**src/rtl/adc_data_gen_if.sv**
```systemverilog
// adc_data_gen_if: sample handshake, NCO control and generated ADC clock/data bus.
interface adc_data_gen_if #(
   parameter int DATA_WIDTH = 8,
   parameter int FIFO_AW    = 2,
   parameter int ACC_WIDTH  = 32
);
   logic                  enable;
   logic [ACC_WIDTH-1:0]  freq_word;
   logic                  in_valid;
   logic [DATA_WIDTH-1:0] in_data;
   logic                  in_ready;
   logic                  clear_underflow;
   logic                  adc_clk;
   logic [DATA_WIDTH-1:0] adc_data;
   logic                  underflow;
   logic [FIFO_AW:0]      fifo_level;
   modport master (
      output enable, freq_word, in_valid, in_data, clear_underflow,
      input  in_ready, adc_clk, adc_data, underflow, fifo_level
   );
   modport slave (
      input  enable, freq_word, in_valid, in_data, clear_underflow,
      output in_ready, adc_clk, adc_data, underflow, fifo_level
   );
endinterface

```
**src/rtl/adc_data_gen.sv**
```systemverilog
// adc_data_gen: regenerates an ADC clock/data pair from a sample FIFO using a phase-accumulator NCO.
module adc_data_gen #(
   parameter int DATA_WIDTH = 8,
   parameter int FIFO_AW    = 2,
   parameter int ACC_WIDTH  = 32
) (
   input logic clk,
   input logic rst_b,
   adc_data_gen_if.slave bus
);
   localparam int DEPTH = 1 << FIFO_AW;
   logic [ACC_WIDTH-1:0]  acc, acc_n;
   logic [DATA_WIDTH-1:0] mem [DEPTH];
   logic [FIFO_AW-1:0]    wr_ptr, rd_ptr;
   logic [FIFO_AW:0]      count;
   logic                  fall, push, pop;
   assign acc_n          = acc + bus.freq_word;
   assign fall           = bus.enable && bus.adc_clk && !acc_n[ACC_WIDTH-1];
   assign push           = bus.in_valid && bus.in_ready;
   assign pop            = fall && count != '0;
   assign bus.in_ready   = !count[FIFO_AW];
   assign bus.fifo_level = count;
   // Data updates only with the falling edge, so it is stable around every rise.
   always_ff @(posedge clk or negedge rst_b)
      if (!rst_b) begin
         acc           <= '0;
         bus.adc_clk   <= 1'b0;
         bus.adc_data  <= '0;
         wr_ptr        <= '0;
         rd_ptr        <= '0;
         count         <= '0;
         bus.underflow <= 1'b0;
      end else begin
         acc           <= bus.enable ? acc_n : '0;
         bus.adc_clk   <= bus.enable && acc_n[ACC_WIDTH-1];
         if (pop) begin
            bus.adc_data <= mem[rd_ptr];
            rd_ptr       <= rd_ptr + FIFO_AW'(1);
         end
         if (push) wr_ptr <= wr_ptr + FIFO_AW'(1);
         count         <= count + (FIFO_AW+1)'(push) - (FIFO_AW+1)'(pop);
         bus.underflow <= (fall && count == '0) || (bus.underflow && !bus.clear_underflow);
      end
   always_ff @(posedge clk)
      if (push) mem[wr_ptr] <= bus.in_data;
endmodule

```
**src/flat_wrapper.sv**
```systemverilog
// flat-port wrapper written by rule: the top's interface ports become plain ports
module adc_data_gen_flat 
#(
   parameter int DATA_WIDTH = 8,
   parameter int FIFO_AW    = 2,
   parameter int ACC_WIDTH  = 32
)
  (clk, rst_b, bus_enable, bus_freq_word, bus_in_valid, bus_in_data, bus_clear_underflow, bus_in_ready, bus_adc_clk, bus_adc_data, bus_underflow, bus_fifo_level);
  adc_data_gen_if #(.DATA_WIDTH(DATA_WIDTH), .FIFO_AW(FIFO_AW), .ACC_WIDTH(ACC_WIDTH)) bus_i ();
  input logic clk;
  input logic rst_b;
  input wire logic [$bits(bus_i.enable)-1:0] bus_enable;
  input wire logic [$bits(bus_i.freq_word)-1:0] bus_freq_word;
  input wire logic [$bits(bus_i.in_valid)-1:0] bus_in_valid;
  input wire logic [$bits(bus_i.in_data)-1:0] bus_in_data;
  input wire logic [$bits(bus_i.clear_underflow)-1:0] bus_clear_underflow;
  output wire logic [$bits(bus_i.in_ready)-1:0] bus_in_ready;
  output wire logic [$bits(bus_i.adc_clk)-1:0] bus_adc_clk;
  output wire logic [$bits(bus_i.adc_data)-1:0] bus_adc_data;
  output wire logic [$bits(bus_i.underflow)-1:0] bus_underflow;
  output wire logic [$bits(bus_i.fifo_level)-1:0] bus_fifo_level;
  assign bus_i.enable = bus_enable;
  assign bus_i.freq_word = bus_freq_word;
  assign bus_i.in_valid = bus_in_valid;
  assign bus_i.in_data = bus_in_data;
  assign bus_i.clear_underflow = bus_clear_underflow;
  assign bus_in_ready = bus_i.in_ready;
  assign bus_adc_clk = bus_i.adc_clk;
  assign bus_adc_data = bus_i.adc_data;
  assign bus_underflow = bus_i.underflow;
  assign bus_fifo_level = bus_i.fifo_level;
  adc_data_gen #(.DATA_WIDTH(DATA_WIDTH), .FIFO_AW(FIFO_AW), .ACC_WIDTH(ACC_WIDTH)) u_core (.clk(clk), .rst_b(rst_b), .bus(bus_i));
endmodule
```
**config.mk**
```make
export PLATFORM = sky130hd
export DESIGN_NAME = adc_data_gen_flat
export DESIGN_NICKNAME = d
export VERILOG_FILES = /design/src/rtl/adc_data_gen_if.sv /design/src/rtl/adc_data_gen.sv /design/src/flat_wrapper.sv
export SDC_FILE = /design/constraint.sdc
export NUM_CORES = 1
export LEC_CHECK = 0
export ABC_AREA = 1
export CAP_MARGIN = 20
export CORE_MARGIN = 2
export CORE_UTILIZATION = 40
export DETAILED_ROUTE_END_ITERATION = 7
export SETUP_SLACK_MARGIN = 0.15
export SKIP_CTS_REPAIR_TIMING = 1
export SYNTH_ARGS = -nofsm -noshare
export SYNTH_HDL_FRONTEND = slang
export SYNTH_SLANG_ARGS = --single-unit
```
**constraint.sdc**
```tcl
create_clock -name clk -period 4.2 [get_ports clk]
set_clock_uncertainty 0.2 [all_clocks]
set_input_delay 0.84 -clock clk [delete_from_list [all_inputs] [get_ports clk]]
set_output_delay 0.84 -clock clk [all_outputs]
set_load 0.01 [all_outputs]
```
-- Word-level counts from Yosys, hierarchy flattened
Memories as Yosys holds them, arrays and structs flattened. A register that Yosys moved wholly into a read port is not among the register bits.
Index checks and enable logic that the tools add are counted.
- output and inout bits: 14
- bits of input ports: 45
- memories: 1
- register bits after elaboration: 41
- memory bits (writable): 32
- word-level logic and storage cells: 29
- mux-type cells: 3
- add/sub/neg operators: 5
- reductions and logical operators: 14
- memory list (memory ; words ; bits a word ; rd ports ; clocked after Yosys merged registers in ; wr ports ; line ; RTL):
    u_core.mem ; 4 ; 8 ; 1 ; 1 ; 1 ; adc_data_gen.sv:13 ; logic [DATA_WIDTH-1:0] mem [DEPTH];
- operator list (cell ; number):
    $add 32x32->32 ; 1
    $mux 32 ; 1
    $logic_and 1x1->1 ; 7
    $add 2x1->2 const B ; 2
    $logic_not 1->1 ; 4
    $add 3x1->3 ; 1
    $logic_not 3->1 ; 1
    $reduce_bool 3->1 ; 1
    $sub 3x1->3 ; 1
    $mux 1 ; 2
    $logic_or 1x1->1 ; 1

-- Longest topological paths before layout
- depth in word-level cells: 5
- depth in mapped cells: 19
- depth with buffers taken out: 18

-- Worst setup path after synthesis
Ideal clock, no wire load.
- kind: input-to-reg
- start point: input port bus_freq_word[6]
- end point: register u_core.count[2] (netlist: u_core.bus.fifo_level[2])
- stages: 19
- buffers on the path: 1
- required time: 3.871 ns
- arrival time: 3.121 ns
- library setup time: 0.129 ns
- path slack: 0.750 ns
- cells stage by stage: ha_1 nand2_2 inv_1 a21oi_1 nand2_2 nand2_2 nand2_2 nand2_2 nand2_1 nand2_1 nand2_2 nand3_2 buf_6 inv_1 ha_1 inv_1 ha_1 fa_1 xor2_1
- longest elaborated chain between the ends: 5
- RTL lines (item ; line ; RTL):
    from (decl) ; flat_wrapper.sv:13 ; input wire logic [$bits(bus_i.freq_word)-1:0] bus_freq_word;
    $add 32x32->32 ; adc_data_gen.sv:17 ; assign acc_n = acc + bus.freq_word;
    $logic_not 1->1 ; adc_data_gen.sv:18 ; assign fall = bus.enable && bus.adc_clk && !acc_n[ACC_WIDTH-1];
    $logic_and 1x1->1 ; adc_data_gen.sv:18 ;
    $logic_and 1x1->1 ; adc_data_gen.sv:20 ; assign pop = fall && count != '0;
    net u_core.pop ; adc_data_gen.sv:16 ; logic fall, push, pop;
    $sub 3x1->3 ; adc_data_gen.sv:41 ; count <= count + (FIFO_AW+1)'(push) - (FIFO_AW+1)'(pop);
    to (signal assigned) ; adc_data_gen.sv:41 ;
    to (decl) ; adc_data_gen.sv:15 ; logic [FIFO_AW:0] count;
The timed path passes the listed nets, and every way through them passes these cells.
A chain may end at the register's enable or synchronous reset.

-- Worst setup path in the final report
- start point: input port bus_freq_word[18]
- end point: register u_core.count[2] (netlist: u_core.bus.fifo_level[2])
The elaborated chain is that of the path after synthesis.

==> flow_summary.json <==
{
  "outcome": "completed",
  "synth_top_area_frac": 0.247,
  "diodes": 0,
  "die_y_um": 114,
  "grt_overflow": 0,
  "ir_drop_uv": 301,
  "place_congestion": 0.935,
  "yosys-top-cells-count": "136 x nand2_1, 83 x nor2_1, 68 x inv_1",
  "setup_violations": 0,
  "drtPass1Iterations": 6,
  "syn_area_per_cell_um2": 8.06,
  "rsz0062_at_grt": "no",
  "yosys_warnings": 0,
  "routedWlPerCell_um": 14.2,
  "synth_area_leader_cell": "dfrtp_1",
  "clock_sinks": 80,
  "slew_headroom": 0.474,
  "path_clk_slew_ps": 70,
  "core_area_um2": 12000,
  "num_io_pins": 59,
  "io_buffers": 58,
  "rows": 40,
  "clk_path_buf_depth": 2,
  "die_w_um": 114,
  "netlist_area_um2": 4860,
  "drv_slew": 0,
  "hold_path.class": "in2async",
  "grt_pass1_vias": 4050,
  "ys_ff_latch": 80,
  "final_util": 0.493,
  "path_cells": "clkdlybuf4s50_1, ha_1, a21oi_1, nand2_1, nand2_1, nand2_1, a21oi_2, nand2_1, nand2_1, nand2_2, nand3_2, inv_1, ha_1, inv_1, ha_1, fa_1, xor2_1",
  "start_util": 0.406,
  "clock_latency_ps": 350,
  "synth.distinct_cells": 33,
  "antenna_found_initial": 0,
  "fillCellCount": 1181,
  "syn_inst": 603,
  "area_growth_pct": 21.2,
  "vias_per_cell": 5.05,
  "finalCritPeriodShare": 0.865,
  "h-tree-depth": 3,
  "fin_cells": 817,
  "cts_tree": "yes",
  "required_ps": 4230,
  "period_needed_ps": 3630,
  "fmax_ghz": 0.275,
  "drt_wl_total_um": 11600,
  "max_stage_delay_ps": 430,
  "drt_first_iter_violations": 181,
  "crit_type": "in2reg",
  "crit_path_frequent_cell": "nand2_1",
  "yosysMostFrequentCell": "nand2_1",
  "placed_cell_area_um2": 5590,
  "setup-tns-final_ps": 0,
  "synth_edf_count": 32,
  "yosysSeqAreaShare": 0.445,
  "grt_max_degree": 30,
  "drive_gt1_frac": 0.0522,
  "synth_ff_type": "dfrtp_1",
  "dp.cells": 801,
  "tightest_slew_ps": 785,
  "critPathBufInv": 3,
  "cp-start-kind": "primary input",
  "cp_top_family": "adder cells",
  "hpwl_um": 8860,
  "fin_area_um2": 5890,
  "maxCapViolations": 0,
  "cp_slowest_cell": "clkdlybuf4s50_1",
  "ys_top_cells_by_area": "dfrtp_1 25%, edfxtp_1 20%, nand2_1 10%",
  "multi_input_area_um2": 2380,
  "grt_util_all_layers": 0.189,
  "worstPathMaxFanout": 5,
  "leakagePower_nw": 2.72,
  "num_vias": 4127,
  "final_antenna_net_count": 0,
  "cts_buffers": 9,
  "nets": 749,
  "drc": 0,
  "synth.net_count": 687,
  "dieArea_um2": 13100,
  "critPathCaptureType": "register",
  "grt_first_pass_wirelength_um": 19200,
  "final_hold_viol_count": 0,
  "power.density_nw_per_um2": 637,
  "cts-root-buf": "clkbuf_16",
  "crit_arrival_ps": 3660,
  "async_flop_share": 0.600,
  "regArea_um2": 2160
}
per-stage QoR:
step | setup WS (ps) | hold WS, ps | total power, mW
2_1_floorplan | 750 | 306 | 2.43
3_3_place_gp | 248 | 262 | 2.92
3_5_place_dp | 196 | 267 | 2.95
4_1_cts | 552 | 272 | 3.77
5_1_grt | 318 | 292 | 4.08
6_report | 567 | 258 | 3.75
final cells by class:
class,count,area share
Multi-Input combinational cell,444,0.404
Tap cell,147,0.0312
Inverter,68,0.0433
Clock inverter,7,0.0134
Timing Repair Buffer,62,0.103
Sequential cell,80,0.367
Clock buffer,9,0.0382
metal layers:
metal	global-route usage	routed length (µm)
met1	0.243	5440
met2	0.320	5490
met3	0.0355	457
met4	0.0699	238
met5	0	0
state kept, by name, summed over array words and instances, names as in the netlist:
| signal | cells |
|---|---|
| u_core.bus.adc_data | 8 |
| u_core.bus.fifo_level | 3 |
| u_core.acc | 32 |
| u_core.wr_ptr | 2 |
| u_core.bus.underflow | 1 |
| u_core.rd_ptr | 2 |
| u_core.mem | 32 |
placed cells by master, fill, tap and decap left out, types with 2 or more instances in the layout:
master,count
a21o_1,4
nor3_1,6
nor2_2,3
buf_4,4
xnor2_1,4
nor2_1,83
nand2_1,136
o21ai_0,44
dfrtp_1,48
a21oi_1,50
xor2_1,4
o21bai_1,6
o22ai_1,8
edfxtp_1,32
clkbuf_16,9
nand4_1,11
nor4_1,2
fa_1,2
nand2_2,9
clkdlybuf4s50_1,57
inv_1,68
ha_1,37
nand3_1,21
clkinv_4,2
o21ai_1,3
o21a_1,2
where the power goes:
group	total [mW]	switching [mW]	internal [mW]
Combinational	1.76	1.09	0.674
Sequential	1.18	0.138	1.05
Clock	0.808	0.342	0.467
kinds of logic (layout without fill, tap and decap cells):
kind of cell    count (synthesis)  count (layout)  synth area share
fa+ha+maj                      39              39             0.103
xor+xnor                        8               8            0.0144
buf+inv                        79             146            0.0656
compound gates                122             122             0.137
simple gates                  275             275             0.235
flops                          80              80             0.445
worst paths after layout:
| check | start | to | slack [ps] | depth (start not counted) |
|---|---|---|---|---|
| worst max register to register | u_core.acc[14] | u_core.bus.fifo_level[2] | 1140 | 16 |
| worst max-delay path | bus_freq_word[18] | u_core.bus.fifo_level[2] | 570 | 17 |
| max in group asynchronous | rst_b | u_core.acc[23] | 2760 | 2 |
| min in group clk | u_core.bus.adc_data[3] | u_core.bus.adc_data[3] | 280 | 2 |
| worst min-delay path | rst_b | u_core.acc[20] | 260 | 1 |
| worst min register to register | u_core.bus.adc_data[3] | u_core.bus.adc_data[3] | 280 | 2 |
Power figures use the tool's default switching activity.
